[src/rtl/spm_pkg.sv]
// Shared definitions for the SPM sequencer and its serial multiplier core.
package spm_pkg;

    localparam int SPM_WIDTH   = 8;
    localparam int SPM_PWIDTH  = 2 * SPM_WIDTH;
    localparam int SPM_LATENCY = SPM_PWIDTH + 2;

    typedef enum logic [2:0] {
        IDLE  = 3'd0,
        CLEAR = 3'd1,
        SHIFT = 3'd2,
        DRAIN = 3'd3,
        DONE  = 3'd4
    } spm_state_e;

endpackage

[src/rtl/spm_serial_capture.sv]
// Shift-right collector: serial product bits enter at the MSB, so after
// PW shifts the LSB-first stream sits in natural bit order.
module spm_serial_capture #(
    parameter int PW = 16
) (
    input  logic          clk,
    input  logic          sync_clr_i,
    input  logic          shift_en_i,
    input  logic          bit_i,
    output logic [PW-1:0] q_o
);

    logic [PW-1:0] q_q;
    logic [PW-1:0] q_d;

    always_comb begin
        q_d = q_q;
        if (sync_clr_i) begin
            q_d = '0;
        end else if (shift_en_i) begin
            q_d = {bit_i, q_q[PW-1:1]};
        end
    end

    always_ff @(posedge clk) begin
        q_q <= q_d;
    end

    assign q_o = q_q;

endmodule

[src/rtl/spm_sequencer.sv]
// Sequencer around the SPM core: latches operands, streams the sign-extended
// multiplier, collects the serial product and presents it with a done pulse.
module spm_sequencer
    import spm_pkg::*;
#(
    parameter int WIDTH = SPM_WIDTH
) (
    input  logic               clk,
    input  logic               rst,
    input  logic               start,
    input  logic [WIDTH-1:0]   multiplicand,
    input  logic [WIDTH-1:0]   multiplier,
    output logic               busy,
    output logic               done,
    output logic [2*WIDTH-1:0] product,
    output logic               core_clr,
    output logic [WIDTH-1:0]   core_mcand,
    output logic               core_x_bit,
    input  logic               core_p_bit
);

    localparam int PW = 2 * WIDTH;
    localparam int KW = $clog2(PW);
    localparam int IW = $clog2(WIDTH);
    localparam logic [KW-1:0] K_LAST = KW'(PW - 1);

    spm_state_e     state_q, state_d;
    logic [KW-1:0]  k_q, k_d;
    logic [WIDTH-1:0] mcand_q, mcand_d;
    logic [WIDTH-1:0] mult_q, mult_d;
    logic           busy_q, busy_d;
    logic           done_q, done_d;
    logic           clr_q, clr_d;
    logic           x_q, x_d;
    logic [PW-1:0]  product_q, product_d;
    logic           accept;
    logic           cap_shift;
    logic [PW-1:0]  cap_q;
    logic           cap_lsb_unused;

    always_comb begin
        state_d   = state_q;
        k_d       = k_q;
        accept    = 1'b0;
        cap_shift = 1'b0;
        case (state_q)
            IDLE: begin
                if (start) begin
                    accept  = 1'b1;
                    state_d = CLEAR;
                end
            end
            CLEAR: begin
                state_d = SHIFT;
                k_d     = '0;
            end
            SHIFT: begin
                // Product bit k-1 arrives while bit k is driven; bit 0 has no predecessor.
                cap_shift = (k_q != '0);
                if (k_q == K_LAST) begin
                    state_d = DRAIN;
                    k_d     = '0;
                end else begin
                    k_d = k_q + 1'b1;
                end
            end
            DRAIN: begin
                cap_shift = 1'b1;
                state_d   = DONE;
            end
            DONE: begin
                if (start) begin
                    accept  = 1'b1;
                    state_d = CLEAR;
                end else begin
                    state_d = IDLE;
                end
            end
            default: begin
                state_d = IDLE;
                k_d     = '0;
            end
        endcase

        mcand_d = accept ? multiplicand : mcand_q;
        mult_d  = accept ? multiplier   : mult_q;

        busy_d = (state_d == CLEAR) || (state_d == SHIFT) || (state_d == DRAIN);
        done_d = (state_d == DONE);
        clr_d  = (state_d == CLEAR);

        x_d = 1'b0;
        if (state_d == SHIFT) begin
            if (k_d >= KW'(WIDTH)) begin
                x_d = mult_q[WIDTH-1];
            end else begin
                x_d = mult_q[k_d[IW-1:0]];
            end
        end

        // The last bit is shifted in on the same edge that publishes the product.
        product_d = product_q;
        if (state_q == DRAIN) begin
            product_d = {core_p_bit, cap_q[PW-1:1]};
        end
    end

    always_ff @(posedge clk) begin
        if (rst) begin
            state_q   <= IDLE;
            k_q       <= '0;
            mcand_q   <= '0;
            mult_q    <= '0;
            busy_q    <= 1'b0;
            done_q    <= 1'b0;
            clr_q     <= 1'b0;
            x_q       <= 1'b0;
            product_q <= '0;
        end else begin
            state_q   <= state_d;
            k_q       <= k_d;
            mcand_q   <= mcand_d;
            mult_q    <= mult_d;
            busy_q    <= busy_d;
            done_q    <= done_d;
            clr_q     <= clr_d;
            x_q       <= x_d;
            product_q <= product_d;
        end
    end

    spm_serial_capture #(
        .PW (PW)
    ) u_capture (
        .clk        (clk),
        .sync_clr_i (rst),
        .shift_en_i (cap_shift),
        .bit_i      (core_p_bit),
        .q_o        (cap_q)
    );

    assign cap_lsb_unused = cap_q[0];

    assign busy       = busy_q;
    assign done       = done_q;
    assign product    = product_q;
    assign core_clr   = clr_q;
    assign core_mcand = mcand_q;
    assign core_x_bit = x_q;

endmodule

[config.mk]
export PLATFORM = sky130hd
export DESIGN_NAME = spm_sequencer
export DESIGN_NICKNAME = d
export VERILOG_FILES = /design/src/rtl/spm_pkg.sv /design/src/rtl/spm_serial_capture.sv /design/src/rtl/spm_sequencer.sv
export SDC_FILE = /design/constraint.sdc
export NUM_CORES = 1
export LEC_CHECK = 0
export BUFFER_PORTS_ARGS = -buffer_cell sky130_fd_sc_hd__buf_2
export CAP_MARGIN = 15
export CORE_ASPECT_RATIO = 1.25
export CORE_MARGIN = 2
export CORE_UTILIZATION = 35
export CTS_CLUSTER_DIAMETER = 50
export DETAILED_ROUTE_END_ITERATION = 10
export GPL_ROUTABILITY_DRIVEN = 0
export PLACE_DENSITY = 0.66
export SKIP_LAST_GASP = 1
export SYNTH_ARGS = -nofsm -noshare
export SYNTH_HDL_FRONTEND = slang
export SYNTH_HIERARCHICAL = 1
export SYNTH_SLANG_ARGS = --single-unit
export TNS_END_PERCENT = 50
[constraint.sdc]
create_clock -name clk -period 3.2 [get_ports clk]
set_input_delay 0.64 -clock clk [delete_from_list [all_inputs] [get_ports clk]]
set_output_delay 0.64 -clock clk [all_outputs]
set_load 0.05 [all_outputs]
Word-level counts from Yosys, hierarchy flattened
Index checks and enable logic that the tools add are counted.

storage, ports and cells
  register bits = 59
  word-level logic and storage cells = 42
  input port bits = 20
  output and inout port bits = 28

operators by class
  multiplexer cells = 12
  $add $sub $neg = 1
  reduce and logical (&&, ||, !) cells = 7
  equal/unequal tests = 9
  bitwise gates (word level) = 1
  magnitude comparators = 2

operators with widths
  operator               number
  $pmux W3 S5            1
  $eq A3 B2 Y1 const B   4
  $pmux W4 S2            1
  $eq A3 B1 Y1 const B   2
  $eq A3 B3 Y1 const B   2
  $mux W3                2
  $mux W1                5
  $add A4 B1 Y4 const B  1
  $eq A4 B4 Y1 const B   1
  $ge A4 B4 Y1 const B   1
  $lt A3 B4 Y1 const B   1
  $mux W4                1
  $reduce_bool A4 Y1     1
  $reduce_or A2 Y1       2
  $bmux W1 S3            1
  $logic_not A3 Y1       1
  $reduce_or A3 Y1       1
  $logic_or A1 B1 Y1     2
  $pmux W1 S2            1
  $not A1 Y1             1

Longest topological paths before layout
Gate-level depths: netlist of run 1.

  depth in word-level cells = 6
  gate-level depth with buffers = 8
  mapped depth without buffers = 7

Modules after synthesis
Netlist of run 1, hierarchy kept.

by module, submodules not included
  module              times used  sequential area each (um^2)  cells an instance  area each (um^2)
  spm_sequencer       1           860.8                        215                1710.4
  spm_serial_capture  1           320.3                        52                 580.6

Worst setup path before layout of run 1
OpenSTA, ideal clock, no wires.

  path type = reg-to-reg
  start point = register k_q[0]
  end point = register x_q (netlist: core_x_bit)
  data required time = 3126 ps
  period minus slack after synthesis = 1863 ps
  library setup time = 74 ps
  buffers on the path = 0
  setup slack = 1337 ps
  cell stages (with the launch flop) = 8
  arrival = 1789 ps
  cell sequence = dfxtp_1 > ha_1 > and3_1 > nor4_1 > o21ai_1 > and3_1 > a311o_1 > a31oi_1

on the way
  word-level cells in the longest chain between the ends = 6
  elaborated cells on any way between the ends = 13
  classes of those cells = add/sub (1); order compare (1); eq/ne (2); mux (7); bitwise (1); reduce/logical (1)

RTL lines
  element                                                             RTL line                                  source
  start, declared                                                     spm_sequencer.sv:28                       logic [KW-1:0] k_q, k_d;
  start signal, assigned                                              spm_sequencer.sv:121                      k_q <= k_d;
  $add A4 B1 Y4 / $eq A4 B4 Y1 (equally long branches)                spm_sequencer.sv:64, spm_sequencer.sv:60
  $mux W4 / $mux W3 (equally long branches)                           spm_sequencer.sv:60                       if (k_q == K_LAST) begin
  $pmux W4 S2 / $pmux W3 S5 (equally long branches)                   spm_sequencer.sv:46                       case (state_q)
  $bmux W1 S3 / $eq A3 B2 Y1 (equally long branches)                  spm_sequencer.sv:97, spm_sequencer.sv:93
  $mux W1 (implied by the code) / $not A1 Y1 (equally long branches)  --
  $mux W1 / $reduce_or A2 Y1 (equally long branches)                  --
  end signal, assigned                                                spm_sequencer.sv:117                      x_q <= 1'b0;
  end signal, assigned                                                spm_sequencer.sv:127                      x_q <= x_d;
  end, declared                                                       spm_sequencer.sv:34                       logic x_q, x_d;

Parallel ways exist; a longest one is shown, timed or not. The select of a mux whose other input is x is not followed.
A chain may end at the register's enable or synchronous reset.

Final worst setup path of run 1
  start point = register state_q[0]
  end point = register x_q (netlist: core_x_bit)

on the way
  word-level cells in the longest chain between the ends = 6
  elaborated cells on any way between the ends = 17
  classes of those cells = order compare (1); eq/ne (5); mux (7); bitwise (1); reduce/logical (3)

RTL lines
  element                                     RTL line              source
  start, declared                             spm_sequencer.sv:27   spm_state_e state_q, state_d;
  start signal, assigned                      spm_sequencer.sv:120  state_q <= state_d;
  $eq A3 B2 Y1, or another cell as far along  spm_sequencer.sv:46
  $reduce_or A3 Y1 (no source line)           --
  $pmux W4 S2                                 spm_sequencer.sv:46
  $bmux W1 S3                                 spm_sequencer.sv:97   x_d = mult_q[k_d[IW-1:0]];
  $mux W1 (implied by the code)               spm_sequencer.sv:97
  $mux W1                                     spm_sequencer.sv:94   if (k_d >= KW'(WIDTH)) begin

Parallel ways exist; a longest one is shown, timed or not. The select of a mux whose other input is x is not followed.

==> flow_metrics.py, run 1 <==
metrics = {
    "timing": {
        "setup_slack_ns": 0.929,
        "rsz0062_at_grt": "false",
        "clock.fmax_ghz": 0.440,
        "tightest_slew_ns": 0.725,
        "post-route-period-util": 0.710,
        "setup-tns-final_ns": 0,
        "hold_violations": 0,
        "setup-violations-final": 0,
        "period_minus_slack_ns": 2.27,
        "slew-limit-headroom": 0.515,
        "slew_viol_final": 0,
        "finalClockSkew_ns": 0.00974,
    },
    "floorplanning": {
        "num_io_pins": 48,
        "die_w_um": 75.8,
        "initial_core_util": 0.364,
        "num_rows": 32,
        "fp.dieArea_um2": 7110,
        "die_y_um": 93.8,
        "core-area_um2": 6210,
    },
    "detailed_routing": {
        "viasPerCell": 4.77,
        "via_count": 1898,
        "drc_errors": 0,
        "first_iter_violations": 68,
        "dr.pass1.iters": 4,
        "ant_nets": 0,
        "drt_wl_total_um": 4700,
        "wire_per_inst_um": 11.8,
    },
    "power": {
        "peakVddDrop_mv": 0.337,
        "power.leakage_nw": 1.10,
        "power_mw": 1.73,
        "powerDensity_nw_per_um2": 626,
    },
    "setup_path": {
        "endpoint_kind": "register",
        "crit_slowest_cell": "and3b_1",
        "path_max_fanout": 18,
        "reg2regPathDepth": 6,
        "arrival_ns": 2.53,
        "rrSetupSlack_ns": 0.93,
        "critPathLaunchType": "register",
        "required_ns": 3.45,
        "crit_type": "register to register",
        "cp_slowest_stage_delay_ns": 0.65,
        "rr_endpoint": "core_x_bit",
        "crit_chain": "and3b_1 > o21a_1 > o21ai_1 > and3_1 > a311o_1 > a31oi_1",
        "r2r-start": "state_q[0]",
    },
    "clocking": {
        "post_cts_buffers": 0,
        "clkTransAtPathRegs_ns": 0.07,
        "cts_tree": "built",
        "clockRootBuffer": "clkbuf_8",
        "cts_buffers": 9,
        "cts_buffer_depth": 2,
        "insertion_delay_ns": 0.33,
        "clock-sinks": 58,
        "holdBufCountCts": 0,
        "post_cts_resize_count": 0,
        "htreeDepth": 3,
    },
    "synthesis": {
        "syn-mean-instance-area_um2": 8.55,
        "netlist_area_um2": 2260,
        "synth_nets": 286,
        "yosys_warnings": 6,
        "syn_inst": 264,
    },
    "global_route": {
        "grt.overflow.total": 0,
        "grtUsageTotal": 0.150,
        "grt_pass1_vias": 1807,
        "grt_pass1_wl_um": 8210,
        "antenna_found_initial": 0,
        "grt_max_degree": 39,
    },
    "placement": {
        "port_buffers": 47,
        "dp_cells": 382,
        "dp_hpwl_um": 3250,
        "dp_slack_ns": 0.939,
    },
    "hold_path": {
        "min_from": "u_capture/q_o[1]",
        "whs_endpoint": "product[0]",
        "holdPathStages": 2,
        "hold_class": "register to register",
    },
    "job": {
        "maxCapViolCount": 0,
    },
    "final_layout": {
        "fin_util": 0.446,
        "area_delta_synth_final_pct": 22.6,
        "antenna_cells": 0,
        "drive_gt1_frac": 0.224,
        "fin_cells": 398,
        "nets": 330,
    },
    "run_status": {
        "status": "finished clean",
    },
}
-- flip-flops by register name, indices dropped and copies added (netlist names) --
register / flops
k_q: 4
core_clr: 1
core_x_bit: 1
mult_q: 8
u_capture/q_o: 15
state_q: 3
busy: 1
done: 1
product: 16
core_mcand: 8
-- how the worst max path moves through the flow --
| stage | startpoint | end | slack (ns) | cells past startpoint |
|---|---|---|---|---|
| after CTS | state_q[0] | core_x_bit | 0.93 | 6 |
| after global routing | state_q[0] | core_x_bit | 0.70 | 6 |
| after global placement | state_q[0] | core_x_bit | 0.99 | 6 |
| after floorplan | k_q[0] | core_x_bit | 1.34 | 7 |
| after detailed placement | state_q[0] | core_x_bit | 0.94 | 6 |
| final | state_q[0] | core_x_bit | 0.93 | 6 |
-- worst max-delay path, delay by kind of cell (launching register included) --
family / cells / cell delay (ns)
and+or+nand+nor: 2 / 0.84
AOI/OAI and AO/OA: 4 / 0.82
DFF: 1 / 0.54
-- layout by cell type, fill, tap and decap left out, drive strengths merged, types with 2 or more instances in the layout --
cell type   n
nor2       25
a21oi      36
nand2b      3
nand3       7
nor4        2
o21ai       6
nand2      67
a31oi       2
ha          2
clkbuf     10
or2         2
bufinv      3
and3        4
dfxtp      58
mux2i      16
clkinvlp    2
inv         3
buf        50
-- cell type report --
type / instances / area (µm²)
timing repair buffer: 50 / 258
sequential: 58 / 1160
inverter: 3 / 11.3
fill: 623 / 3440
clock inverter: 6 / 114
multi-input combinational: 186 / 980
tap: 85 / 106
clock buffer: 10 / 138
-- report_power, final --
group / internal [mW] / total (mW) / switching (mW)
logic: 0.0420 / 0.138 / 0.0962
registers: 0.742 / 0.756 / 0.0146
clock network: 0.540 / 0.837 / 0.298
-- routing by layer --
metal	vias up	global-route usage	wire, µm
li1	967	-	-
met1	861	0.191	2100
met2	58	0.223	2230
met3	12	0.0440	259
met4	0	0.0819	114
met5	-	0	0
-- metrics by stage --
| stage | hold slack, ns | instance area, µm² |
|---|---|---|
| 5_1_grt | 0.479 | 2770 |
| 6_report | 0.448 | 2770 |
| 3_5_place_dp | 0.446 | 2520 |
| 2_1_floorplan | 0.431 | 2260 |
| 4_1_cts | 0.451 | 2770 |
| 3_3_place_gp | 0.441 | 2520 |
No activity file was read; power rests on OpenSTA's default activity.
==> run 2, diff against run 1 <==
- PLACE_DENSITY: 0.66 -> 0.68
- clock period: 3.2 -> 2 ns (I/O delays scaled with it)
==> run 2 against run 1 <==
  * Sequential power grew 60%
  * Non-clock buffer count grew 5
  * Die area is the same
  * Combinational power grew 73%
  * Register-to-register slack lost 0.83 ns
  * Maximum frequency grew 20%
  * Critical path depth grew 1
  * Power grew 52%
  * Setup slack lost 0.83 ns
  * Routed wire length grew 2.8%
  * Via count grew 1.1%
  * Utilization grew 0.87 points
==> flow_metrics.py, run 2 (synthesized netlist as in run 1, its figures left out) <==
metrics = {
    "run_status": {
        "status": "finished clean",
    },
    "final_layout": {
        "final_cell_mix": "nand2_1 (67), dfxtp_1 (56), buf_2 (47)",
        "layout_commonest_cell": "nand2_1",
        "area_delta_synth_final_pct": 25.0,
        "fillers": 594,
        "nets": 335,
        "fin_util": 0.455,
        "largest_reg_flops": 16,
        "fin_cells": 403,
        "drive_gt1_frac": 0.258,
        "antenna_cells": 0,
    },
    "power": {
        "peakVddDrop_mv": 0.460,
        "p_sw_frac": 0.243,
        "p_int_mw": 2.00,
        "pwr-share-clk": 0.450,
        "powerDensity_nw_per_um2": 934,
        "power.switching_mw": 0.640,
        "power.leakage_nw": 1.13,
        "pwr-share-seq": 0.459,
        "combPwrFrac": 0.091,
    },
    "clocking": {
        "cts_buffers": 9,
        "clockRootBuffer": "clkbuf_8",
        "htreeDepth": 3,
        "clock-sinks": 58,
        "cts_buffer_depth": 2,
        "clkTransAtPathRegs_ns": 0.06,
        "cts_tree": "built",
        "insertion_delay_ns": 0.34,
    },
    "setup_path": {
        "crit_type": "register to register",
        "path_max_fanout": 5,
        "endpoint_kind": "register",
        "crit_slowest_cell": "dfxtp_1",
        "critPathLaunchType": "register",
        "crit_chain": "ha_2 > and3_2 > or4_4 > nand3_1 > and3_1 > a311o_1 > a31oi_1",
        "cp.buffers_inverters": 0,
        "cp_slowest_stage_delay_ns": 0.39,
        "arrival_ns": 2.16,
        "path_delay_family": "simple AND/OR/NAND/NOR gates",
        "required_ns": 2.26,
    },
    "timing": {
        "clock.fmax_ghz": 0.527,
        "setup-violations-final": 0,
        "finalClockSkew_ns": 0.00753,
        "post-route-period-util": 0.949,
        "whs_ns": 0.294,
        "hold_violations": 0,
        "setup-tns-final_ns": 0,
        "setup_slack_ns": 0.101,
        "slew_viol_final": 0,
        "tightest_slew_ns": 0.612,
        "rsz0062_at_grt": "false",
        "period_minus_slack_ns": 1.90,
        "slew-limit-headroom": 0.592,
    },
    "hold_path": {
        "hold_class": "primary input to register",
    },
    "floorplanning": {
        "initial_core_util": 0.364,
        "core-area_um2": 6210,
        "num_io_pins": 48,
        "die_w_um": 75.8,
        "fp.dieArea_um2": 7110,
        "num_rows": 32,
        "die_y_um": 93.8,
    },
    "detailed_routing": {
        "dr.pass1.iters": 4,
        "drt_wl_total_um": 4830,
        "viasPerCell": 4.76,
        "drc_errors": 0,
        "via_count": 1919,
        "wire_per_inst_um": 12.0,
        "first_iter_violations": 98,
        "ant_nets": 0,
    },
    "job": {
        "maxCapViolCount": 0,
    },
    "global_route": {
        "grt_pass1_wl_um": 7880,
        "antenna_found_initial": 0,
        "grt.overflow.total": 0,
        "grtUsageTotal": 0.147,
        "grt_pass1_vias": 1836,
        "grt_max_degree": 42,
    },
    "placement": {
        "dp_cells": 387,
        "dp_hpwl_um": 3200,
        "port_buffers": 47,
        "dp_slack_ns": 0.0468,
    },
}
[run 2: cell count changes in the layout (fill, tap and decap cells not counted), sizes merged]
cell      previous run  this run
bufinv               3         2
clkinv               1         2
clkbuf              10        11
clkinvlp             2         1
buf                 50        55
[run 2: repair_timing]
| item | CTS | global route |
|---|---|---|
| hold buffers | 0 | 0 |
| endpoints found under the setup margin | 0 | 1 |
| setup buffers | 0 | 0 |
| resized for setup | 0 | 9 |
| hold endpoints to repair | 0 | 0 |
[run 2: cell type report]
class | count | area, µm² | area share
Tap cell | 85 | 106 | 0.0377
Clock inverter | 5 | 77.6 | 0.0275
Sequential cell | 58 | 1160 | 0.412
Multi-Input combinational cell | 186 | 1010 | 0.359
Clock buffer | 11 | 141 | 0.0501
Inverter | 3 | 11.3 | 0.00399
Timing Repair Buffer | 55 | 308 | 0.109
[run 2: tightest hold or removal path, stage by stage]
cell and delay [ns]:
buf_2 0.09, nand2_1 0.04, a21oi_1 0.05
[run 2: through the flow]
stage / instance area [µm²] / power (mW)
finish: 2820 / 2.64
global route: 2820 / 2.74
CTS: 2790 / 2.66
detailed placement: 2570 / 1.47
global placement: 2570 / 1.46
floorplan: 2260 / 1.40
[run 2: final timing paths]
check | start | end | slack (ns) | cells after the start
setup / recovery | k_q[1] | core_x_bit | 0.10 | 7
setup reg to reg | k_q[1] | core_x_bit | 0.10 | 7
hold / removal | multiplier[1] | mult_q[1] | 0.29 | 3
hold reg to reg | product[14] | product[14] | 0.45 | 2
[run 2: layer usage]
layer / GRT usage / share of wire
met5: 0 / 0
met3: 0.0483 / 0.059
met2: 0.215 / 0.47
met1: 0.180 / 0.44
met4: 0.0980 / 0.035
[run 2: power by group through the flow]
stage	logic [mW]	registers [mW]	clock network, mW
finish	0.239	1.21	1.19
global route	0.261	1.21	1.27
CTS	0.235	1.21	1.22
detailed placement	0.234	1.23	0
global placement	0.230	1.23	0
floorplan	0.121	1.28	0
